### config.mk
export PLATFORM = sky130hd
export DESIGN_NAME = lite16_ctrl_flat
export DESIGN_NICKNAME = d
export VERILOG_FILES = /design/src/rtl/lite16_ctrl_if.sv /design/src/rtl/lite16_ctrl.sv /design/src/flat_wrapper.sv
export SDC_FILE = /design/constraint.sdc
export NUM_CORES = 1
export LEC_CHECK = 0
export CAP_MARGIN = 40
export CORE_MARGIN = 3
export CORE_UTILIZATION = 30
export DETAILED_ROUTE_END_ITERATION = 6
export PLACE_DENSITY = 0.65
export SLEW_MARGIN = 20
export SYNTH_ARGS = -nofsm -noshare
export SYNTH_HDL_FRONTEND = slang
export SYNTH_SLANG_ARGS = --single-unit
### constraint.sdc
create_clock -name clk -period 6.1 [get_ports clk]
set_clock_uncertainty 0.1 [all_clocks]
set_input_delay 0.915 -clock clk [delete_from_list [all_inputs] [get_ports clk]]
set_output_delay 0.915 -clock clk [all_outputs]
set_load 0.01 [all_outputs]
### src/rtl/lite16_ctrl_if.sv
// Control-unit boundary of the LITE-16 core: instruction/compare/memory-ready inputs
// plus the decode, strobe, PC-update and status outputs.
interface lite16_ctrl_if;
    logic [15:0] imem_data;
    logic        cmp;
    logic        dmem_ready;
    logic [15:0] ir;
    logic [2:0]  codeop;
    logic        ri;
    logic        ld;
    logic        jmp;
    logic        rf_we;
    logic        dmem_re;
    logic        dmem_we;
    logic        pc_write;
    logic [1:0]  pc_src;
    logic        halted;
    logic        fault;
    logic [15:0] retired;

    modport master (
        input  imem_data, cmp, dmem_ready,
        output ir, codeop, ri, ld, jmp, rf_we, dmem_re, dmem_we,
               pc_write, pc_src, halted, fault, retired
    );

    modport slave (
        output imem_data, cmp, dmem_ready,
        input  ir, codeop, ri, ld, jmp, rf_we, dmem_re, dmem_we,
               pc_write, pc_src, halted, fault, retired
    );
endinterface

### src/rtl/lite16_ctrl.sv
// LITE-16 multi-cycle control unit: FETCH/DECODE/EXEC/MEM/WB sequencer with retire count.
// Latency: R/I 4, branch 3, load 5+N, store 4+N, jump 4; stalls in MEM until dmem_ready or timeout.
// Backpressure: dmem_ready only; a missing ready for MEM_TIMEOUT MEM cycles halts with fault.
module lite16_ctrl #(
    parameter int          MEM_TIMEOUT = 16,
    parameter logic [15:0] HALT_WORD   = 16'hFFFF
) (
    input  logic          clk,
    input  logic          rst,
    lite16_ctrl_if.master bus
);

    typedef enum logic [2:0] {
        S_FETCH,
        S_DECODE,
        S_EXEC,
        S_MEM,
        S_WB,
        S_HALT
    } state_t;

    localparam logic [15:0] TMO_LAST = 16'(MEM_TIMEOUT - 1);

    state_t      state;
    logic [15:0] ir_q;
    logic [15:0] retired_q;
    logic [15:0] tmo_cnt;
    logic        fault_q;

    logic is_halt, op_r, op_i, op_ld, op_st, op_br, op_jal;
    logic active, retire;

    always_comb begin
        is_halt = (ir_q == HALT_WORD);
        op_r    = !is_halt && (ir_q[15:14] == 2'b00);
        op_i    = !is_halt && (ir_q[15:14] == 2'b01);
        op_ld   = !is_halt && (ir_q[15:14] == 2'b10) && !ir_q[13];
        op_st   = !is_halt && (ir_q[15:14] == 2'b10) &&  ir_q[13];
        op_br   = !is_halt && (ir_q[15:14] == 2'b11) && !ir_q[13];
        op_jal  = !is_halt && (ir_q[15:14] == 2'b11) &&  ir_q[13];
        active  = (state == S_DECODE) || (state == S_EXEC) ||
                  (state == S_MEM)    || (state == S_WB);
    end

    // ALU controls depend only on ir, which is frozen from DECODE through WB.
    always_comb begin
        bus.codeop = 3'b000;
        bus.ri     = 1'b0;
        bus.ld     = 1'b0;
        bus.jmp    = 1'b0;
        if (active) begin
            if (op_r || op_i) bus.codeop = ir_q[13:11];
            else if (op_br)   bus.codeop = {1'b0, ir_q[12:11]};
            bus.ri  = op_i;
            bus.ld  = op_ld;
            bus.jmp = op_jal;
        end
    end

    always_comb begin
        bus.rf_we    = 1'b0;
        bus.dmem_re  = 1'b0;
        bus.dmem_we  = 1'b0;
        bus.pc_write = 1'b0;
        bus.pc_src   = 2'b00;
        retire       = 1'b0;
        if (!rst) begin
            unique case (state)
                S_EXEC: begin
                    if (op_br) begin
                        bus.pc_write = 1'b1;
                        bus.pc_src   = bus.cmp ? 2'b01 : 2'b00;
                        retire       = 1'b1;
                    end
                end
                S_MEM: begin
                    bus.dmem_re = op_ld;
                    bus.dmem_we = op_st;
                    // The store completes on its final write beat, so the PC advances alongside it.
                    if (op_st && bus.dmem_ready) begin
                        bus.pc_write = 1'b1;
                        retire       = 1'b1;
                    end
                end
                S_WB: begin
                    bus.rf_we    = 1'b1;
                    bus.pc_write = 1'b1;
                    bus.pc_src   = op_jal ? 2'b10 : 2'b00;
                    retire       = 1'b1;
                end
                default: ;
            endcase
        end
    end

    always_ff @(posedge clk) begin
        if (rst) begin
            state     <= S_FETCH;
            ir_q      <= 16'h0000;
            retired_q <= 16'h0000;
            tmo_cnt   <= 16'h0000;
            fault_q   <= 1'b0;
        end else begin
            if (retire) retired_q <= retired_q + 16'd1;
            unique case (state)
                S_FETCH: begin
                    ir_q  <= bus.imem_data;
                    state <= S_DECODE;
                end
                S_DECODE: state <= is_halt ? S_HALT : S_EXEC;
                S_EXEC: begin
                    if (op_br) begin
                        state <= S_FETCH;
                    end else if (op_ld || op_st) begin
                        state   <= S_MEM;
                        tmo_cnt <= 16'h0000;
                    end else begin
                        state <= S_WB;
                    end
                end
                S_MEM: begin
                    if (bus.dmem_ready) begin
                        state <= op_ld ? S_WB : S_FETCH;
                    end else if (tmo_cnt >= TMO_LAST) begin
                        state   <= S_HALT;
                        fault_q <= 1'b1;
                    end else if (tmo_cnt != 16'hFFFF) begin
                        tmo_cnt <= tmo_cnt + 16'd1;
                    end
                end
                S_WB:    state <= S_FETCH;
                S_HALT:  state <= S_HALT;
                default: state <= S_FETCH;
            endcase
        end
    end

    assign bus.ir      = ir_q;
    assign bus.retired = retired_q;
    assign bus.fault   = fault_q;
    assign bus.halted  = (state == S_HALT);

endmodule

### src/flat_wrapper.sv
// flat-port wrapper written by rule: the top's interface ports become plain ports
module lite16_ctrl_flat 
#(
    parameter int          MEM_TIMEOUT = 16,
    parameter logic [15:0] HALT_WORD   = 16'hFFFF
)
  (clk, rst, bus_imem_data, bus_cmp, bus_dmem_ready, bus_ir, bus_codeop, bus_ri, bus_ld, bus_jmp, bus_rf_we, bus_dmem_re, bus_dmem_we, bus_pc_write, bus_pc_src, bus_halted, bus_fault, bus_retired);
  lite16_ctrl_if bus_i ();
  input  logic clk;
  input  logic rst;
  input wire logic [$bits(bus_i.imem_data)-1:0] bus_imem_data;
  input wire logic [$bits(bus_i.cmp)-1:0] bus_cmp;
  input wire logic [$bits(bus_i.dmem_ready)-1:0] bus_dmem_ready;
  output wire logic [$bits(bus_i.ir)-1:0] bus_ir;
  output wire logic [$bits(bus_i.codeop)-1:0] bus_codeop;
  output wire logic [$bits(bus_i.ri)-1:0] bus_ri;
  output wire logic [$bits(bus_i.ld)-1:0] bus_ld;
  output wire logic [$bits(bus_i.jmp)-1:0] bus_jmp;
  output wire logic [$bits(bus_i.rf_we)-1:0] bus_rf_we;
  output wire logic [$bits(bus_i.dmem_re)-1:0] bus_dmem_re;
  output wire logic [$bits(bus_i.dmem_we)-1:0] bus_dmem_we;
  output wire logic [$bits(bus_i.pc_write)-1:0] bus_pc_write;
  output wire logic [$bits(bus_i.pc_src)-1:0] bus_pc_src;
  output wire logic [$bits(bus_i.halted)-1:0] bus_halted;
  output wire logic [$bits(bus_i.fault)-1:0] bus_fault;
  output wire logic [$bits(bus_i.retired)-1:0] bus_retired;
  assign bus_i.imem_data = bus_imem_data;
  assign bus_i.cmp = bus_cmp;
  assign bus_i.dmem_ready = bus_dmem_ready;
  assign bus_ir = bus_i.ir;
  assign bus_codeop = bus_i.codeop;
  assign bus_ri = bus_i.ri;
  assign bus_ld = bus_i.ld;
  assign bus_jmp = bus_i.jmp;
  assign bus_rf_we = bus_i.rf_we;
  assign bus_dmem_re = bus_i.dmem_re;
  assign bus_dmem_we = bus_i.dmem_we;
  assign bus_pc_write = bus_i.pc_write;
  assign bus_pc_src = bus_i.pc_src;
  assign bus_halted = bus_i.halted;
  assign bus_fault = bus_i.fault;
  assign bus_retired = bus_i.retired;
  lite16_ctrl #(.MEM_TIMEOUT(MEM_TIMEOUT), .HALT_WORD(HALT_WORD)) u_core (.clk(clk), .rst(rst), .bus(bus_i));
endmodule
==> results of run 1 <==
-- logic make-up after synthesis --
group                    count (synthesis)
AND/OR/NAND/NOR                        144
AO/OA/AOI/OAI                           59
flip-flops                              52
buffers and inverters                   23
multiplexers                            14
adder cells (fa/ha/maj)                  2
-- stage by stage --
stage / hold WS, ps / cell area, µm²
6_report: 360 / 3260
3_3_place_gp: 334 / 3170
3_5_place_dp: 343 / 3180
5_1_grt: 390 / 3260
4_1_cts: 363 / 3260
2_1_floorplan: 320 / 2440
-- layer usage --
layer | up-vias | share of wire, % | global-route usage, %
li1 | 1150 | - | -
met1 | 1029 | 49 | 19.2
met2 | 60 | 45 | 20.9
met3 | 5 | 5.9 | 3.44
met4 | 0 | 0.90 | 3.55
met5 | - | 0 | 0
-- worst max-delay path: stages --
cell	delay (ps)
clkdlybuf4s50_1	530
and4b_1	250
o211ai_1	190
a21oi_1	230
clkdlybuf4s50_1	560
-- path summary, 6_finish.rpt --
check,to,slack [ps],cells after the start
hold / removal,u_core.tmo_cnt[10],360,1
setup / recovery,bus_pc_write,2410,5
hold reg to reg,u_core.tmo_cnt[10],360,1
setup reg to reg,u_core.tmo_cnt[3],3980,4
-- state kept, by name, indices dropped and copies added, names as in the netlist --
signal	flops
u_core.bus.ir	16
u_core.bus.retired	16
u_core.state	3
u_core.bus.fault	1
u_core.tmo_cnt	16
-- synthesized netlist by cell type, drive strengths merged, types with 2 or more instances --
cell,count,area [µm²]
a21boi,2,15.0
and3,5,31.3
nor4,4,25.0
nand4,6,37.5
and4b,2,20.0
o21a,3,22.5
or4,3,26.3
o21ai,5,25.0
inv,6,22.5
dfxtp,52,1040
nor3,3,15.0
nand2,44,165
and2,13,82.6
nand3,11,55.1
ha,2,25.0
nor2b,15,93.8
nor3b,8,60.1
and4,5,43.8
a211oi,3,22.5
nor2,17,63.8
a21oi,34,170
a21o,2,15.0
and3b,2,17.5
o211ai,4,30.0
clkbuf,16,60.1
mux2,13,146
nand2b,3,18.8
-- cell type report --
class | instances | area (µm²) | area share (%)
Clock inverter | 1 | 8.76 | 0.268
Clock buffer | 7 | 76.3 | 2.34
Multi-Input combinational cell | 219 | 1320 | 40.5
Timing Repair Buffer | 68 | 664 | 20.4
Sequential cell | 52 | 1040 | 31.9
Inverter | 6 | 22.5 | 0.690
Tap cell | 102 | 128 | 3.91
-- report_power, final --
| group | switching (mW) | internal (mW) |
|---|---|---|
| Sequential | 0.0327 | 0.361 |
| Clock | 0.108 | 0.0822 |
| Combinational | 0.0885 | 0.0827 |
==> reports/metrics.csv, run 1 <==
metric,value,unit
max-slew violations,0,
YS warnings,0,
adder-cell area share of the yosys netlist,1.02,%
Post-Synth Simple-Gate Area,31.9,%
H-tree depth,2,
"crit path setup slack, layout",2410,ps
final setup TNS,0,ps
placed cell count,447,
mux cell area share after synthesis,6.40,%
total power,0.755,mW
vias per std cell,4.93,
Core ar.,7810,µm²
syn_nets,316,
Final period util,60.5,%
Cell Rows,32,
WS Path Type,in2out,
Placement Setup Slack,2370,ps
Compound-Gate Fraction of Synth Area,14.6,%
"leading cell type in the layout, fill and taps excluded",clkdlybuf4s50_1,
launch point of the worst path,bus_dmem_ready,
min-delay src,u_core.tmo_cnt[10],
leakage,1.19,nW
clock sink count,52,
Synth Area in XOR/XNOR,0,%
filler cell count,809,
highest clock rate,271,MHz
RSZ-0062 raised after global routing,false,
peak supply drop,0.0980,mV
Hold Crit Class,reg2reg,
DRT Pass-1 Iters,4,
initial core utilization,31.3,%
Ant. Diodes,0,
I/O Buffers,65,
number of flops mapped to enable cells by yosys,0,
clock-pin slew on the worst setup and hold paths,80,ps
vias in the first global route,2144,
GRT overflow,0,
DRC Markers,0,
Rel. slew slack,44.6,%
CTS Hold Bufs,0,
dpl hpwl,4.42,mm
worst-case clock buffer depth,2,
die area,9270,µm²
layout cells sized above 1,7.65,%
CP Launch Type,input port,
crit path capture type,primary output,
I/O pin count,66,
final net count,374,
Vias,2244,
CTS root buf,clkbuf_8,
post-DR wirelength/cell,13.4,µm
Area Growth Syn to Fin,33.5,%
fin cells,455,
cts repair resizes,0,
clock latency on the worst-skew pair,300,ps
first-pass GRT wire length,10.1,mm
Tightest Pin Transition,831,ps
highest-count cells in the layout ignoring fill and taps,"clkdlybuf4s50_1, dfxtp_1, nand2_1",
initial antenna violation count,0,
crit path DAT,2680,ps
number of setup buffers added after CTS,0,
top_reg_cell synth,dfxtp_1,
Yosys reg bits,52,
Mapped Avg Cell Area,8.32,µm²
status,completed,
PwrDens,231,nW/µm²
CTS tree,yes,
GRT Total Usage,13.7,%
post-synthesis sequential area ratio,42.6,%
Final Critical Period,3690,ps
remaining antenna violation count,0,
largest net degree at the start of global routing,42,
Num CTS Buffers,5,
Final Util,41.8,%
initial drt markers,162,
largest family of logic cells by synthesized area,simple AND/OR/NAND/NOR gates,
Syn Inst Count,294,
Worst EP required,5080,ps
Fin. Hold Viols,0,
Mapped Area,2440,µm²
GPL Wtd Cong,0.841,
largest fanout on the critical path,5,
fraction of synthesis flops using an asynchronous set or reset pin,0,%
Chip Width,96.3,µm
Unique masters post-synth,41,
final setup violation count,0,
die height,96.3,µm
routed wire length,6.08,mm
worst r2r src,u_core.tmo_cnt[4],
MaxCap Viol Count,0,
Power figures use the tool's default switching activity.
==> inputs of run 2 (changes only) <==
--- a/config.mk
+++ b/config.mk
@@ -9,7 +9,7 @@
 export CORE_MARGIN = 3
 export CORE_UTILIZATION = 30
 export DETAILED_ROUTE_END_ITERATION = 6
-export PLACE_DENSITY = 0.65
+export PLACE_DENSITY = 0.67
 export SLEW_MARGIN = 20
 export SYNTH_ARGS = -nofsm -noshare
 export SYNTH_HDL_FRONTEND = slang
==> constraint.sdc (replaced) <==
create_clock -name clk -period 3 [get_ports clk]
set_clock_uncertainty 0.1 [all_clocks]
set_input_delay 0.45 -clock clk [delete_from_list [all_inputs] [get_ports clk]]
set_output_delay 0.45 -clock clk [all_outputs]
set_load 0.01 [all_outputs]
==> run 2 against run 1 <==
  * Combinational power rose by 110%
  * Sequential share of layout area fell by 0.23 points
  * Critical path depth did not move
  * First-iteration DRC count fell by 44%
  * Sequential power rose by 100%
  * Worst hold slack barely moved
  * Critical path type unchanged
  * Largest cell class unchanged
==> reports/metrics.csv, run 2 (synthesized netlist as in run 1, its figures left out) <==
metric,value,unit,change
status,completed,,unchanged
final setup TNS,0,ps,unchanged
Ant. Diodes,0,,unchanged
Rel. slew slack,56.4,%,was 44.6%
max-slew violations,0,,unchanged
CP endpoint,bus_pc_write,,unchanged
leakage,1.21,nW,was 1.19 nW
layout cells sized above 1,9.04,%,was 7.65%
min-delay src,u_core.tmo_cnt[8],,was u_core.tmo_cnt[10]
DRC Markers,0,,unchanged
Chip Width,96.3,µm,unchanged
Core ar.,7810,µm²,unchanged
highest-count cells in the layout ignoring fill and taps,"clkdlybuf4s50_1, dfxtp_1, nand2_1",,unchanged
Finished Cell Area,3290,µm²,was 3260 µm²
CTS tree,yes,,unchanged
H-tree depth,2,,unchanged
RSZ-0062 raised after global routing,false,,unchanged
Fin. Hold Viols,0,,unchanged
"reg-to-reg slack, setup",890,ps,was 3980 ps
Area Growth Syn to Fin,34.4,%,was 33.5%
WP buf/inv,2,,unchanged
Placement Setup Slack,170,ps,was 2370 ps
peak supply drop,0.223,mV,was 0.0980 mV
initial drt markers,90,,was 162
Worst path max stage delay,560,ps,about the same
die height,96.3,µm,unchanged
"Slowest-stage cell, CP",clkdlybuf4s50_1,,unchanged
CTS root buf,clkbuf_8,,unchanged
Hold Crit Class,reg2reg,,unchanged
Final period util,93.6,%,
worst-case clock buffer depth,2,,unchanged
first-pass GRT wire length,10.0,mm,was 10.1 mm
GRT overflow,0,,unchanged
critical path depth in cells,5,,unchanged
crit path DAT,2260,ps,was 2680 ps
post-DR wirelength/cell,13.1,µm,was 13.4 µm
r2r worst-path depth,4,,unchanged
I/O Buffers,65,,unchanged
fin cells,456,,was 455
die area,9270,µm²,unchanged
Worst EP required,2450,ps,was 5080 ps
WS Path Type,in2out,,unchanged
final net count,375,,was 374
"leading cell type in the layout, fill and taps excluded",clkdlybuf4s50_1,,unchanged
initial core utilization,31.3,%,unchanged
PwrDens,477,nW/µm²,was 231 nW/µm²
largest net degree at the start of global routing,37,,was 42
GRT Total Usage,13.7,%,about the same
worst r2r src,u_core.tmo_cnt[15],,was u_core.tmo_cnt[4]
largest fanout on the critical path,5,,unchanged
dpl hpwl,4.37,mm,was 4.42 mm
vias in the first global route,2136,,was 2144
Reg area,1040,µm²,unchanged
Area after DPL,3190,µm²,was 3180 µm²
vias per std cell,5.00,,was 4.93
placed cell count,448,,was 447
CTS Hold Bufs,0,,unchanged
Vias,2282,,was 2244
most frequent CP cell,clkdlybuf4s50_1,,unchanged
area of the multi-input gates,1330,µm²,was 1320 µm²
"delay-heaviest family, CP",buffers and inverters,,unchanged
critical path cell sequence,"clkdlybuf4s50_1, and4b_1, o211ai_1, a21oi_1, clkdlybuf4s50_1",,unchanged
remaining antenna violation count,0,,unchanged
DRT Pass-1 Iters,4,,unchanged
"crit path setup slack, layout",191,ps,was 2410 ps
Final Util,42.1,%,was 41.8%
I/O pin count,66,,unchanged
highest clock rate,356,MHz,
CP Launch Type,input port,,unchanged
crit path capture type,primary output,,unchanged
MaxCap Viol Count,0,,unchanged
filler cell count,804,,was 809
Num CTS Buffers,5,,unchanged
Cell Rows,32,,unchanged
launch point of the worst path,bus_dmem_ready,,unchanged
clock-pin slew on the worst setup and hold paths,80,ps,about the same
final setup violation count,0,,unchanged
initial antenna violation count,0,,unchanged
routed wire length,5.99,mm,was 6.08 mm
clock latency on the worst-skew pair,300,ps,about the same
clock sink count,52,,unchanged
Tightest Pin Transition,651,ps,was 831 ps
GPL Wtd Cong,0.812,,was 0.841
reg2reg end,u_core.tmo_cnt[3],,unchanged
Final Critical Period,2810,ps,
==> run 2: worst min path at each step <==
stage	end	slack [ps]	cells past startpoint
after detailed placement	u_core.tmo_cnt[14]	340	1
after CTS	u_core.tmo_cnt[14]	360	1
after global placement	u_core.tmo_cnt[10]	330	1
after floorplan	u_core.tmo_cnt[10]	320	1
final	u_core.tmo_cnt[8]	360	1
after global routing	u_core.tmo_cnt[7]	390	1
==> run 2: what timing repair did <==
item / in CTS / in global routing
resized for setup: 0 / 1
setup buffers: 0 / 0
setup endpoints to repair: 0 / 1
==> run 2: worst register-to-register path: stages, from the launching register on <==
cell and delay, ps:
dfxtp_1 310, or4_1 560, o41a_1 540, o31a_1 330, o21a_1 180
==> run 2: where the power goes <==
group | leakage [nW] | internal (mW) | switching (mW)
clock | 0.0510 | 0.185 | 0.224
combinational | 0.736 | 0.176 | 0.182
sequential | 0.423 | 0.734 | 0.0665
total | 1.21 | 1.09 | 0.472
==> run 2: per-stage QoR <==
stage | power [mW] | hold slack [ps]
after floorplan | 0.994 | 320
after global placement | 1.16 | 333
after detailed placement | 1.17 | 339
after CTS | 1.58 | 361
after global routing | 1.66 | 388
final | 1.57 | 361
==> run 2: layout make-up <==
class	count	share of cell area, %
Clock buffer	6	2.51
Clock inverter	2	0.305
Inverter	6	0.685
Multi-Input combinational cell	219	40.4
Sequential cell	52	31.7
Tap cell	102	3.88
Timing Repair Buffer	69	20.6
==> run 2: layer usage <==
metal,GRT usage (%),share of wire (%)
met5,0,0
met3,3.36,6.9
met2,21.4,45
met4,4.03,1.3
met1,18.5,47
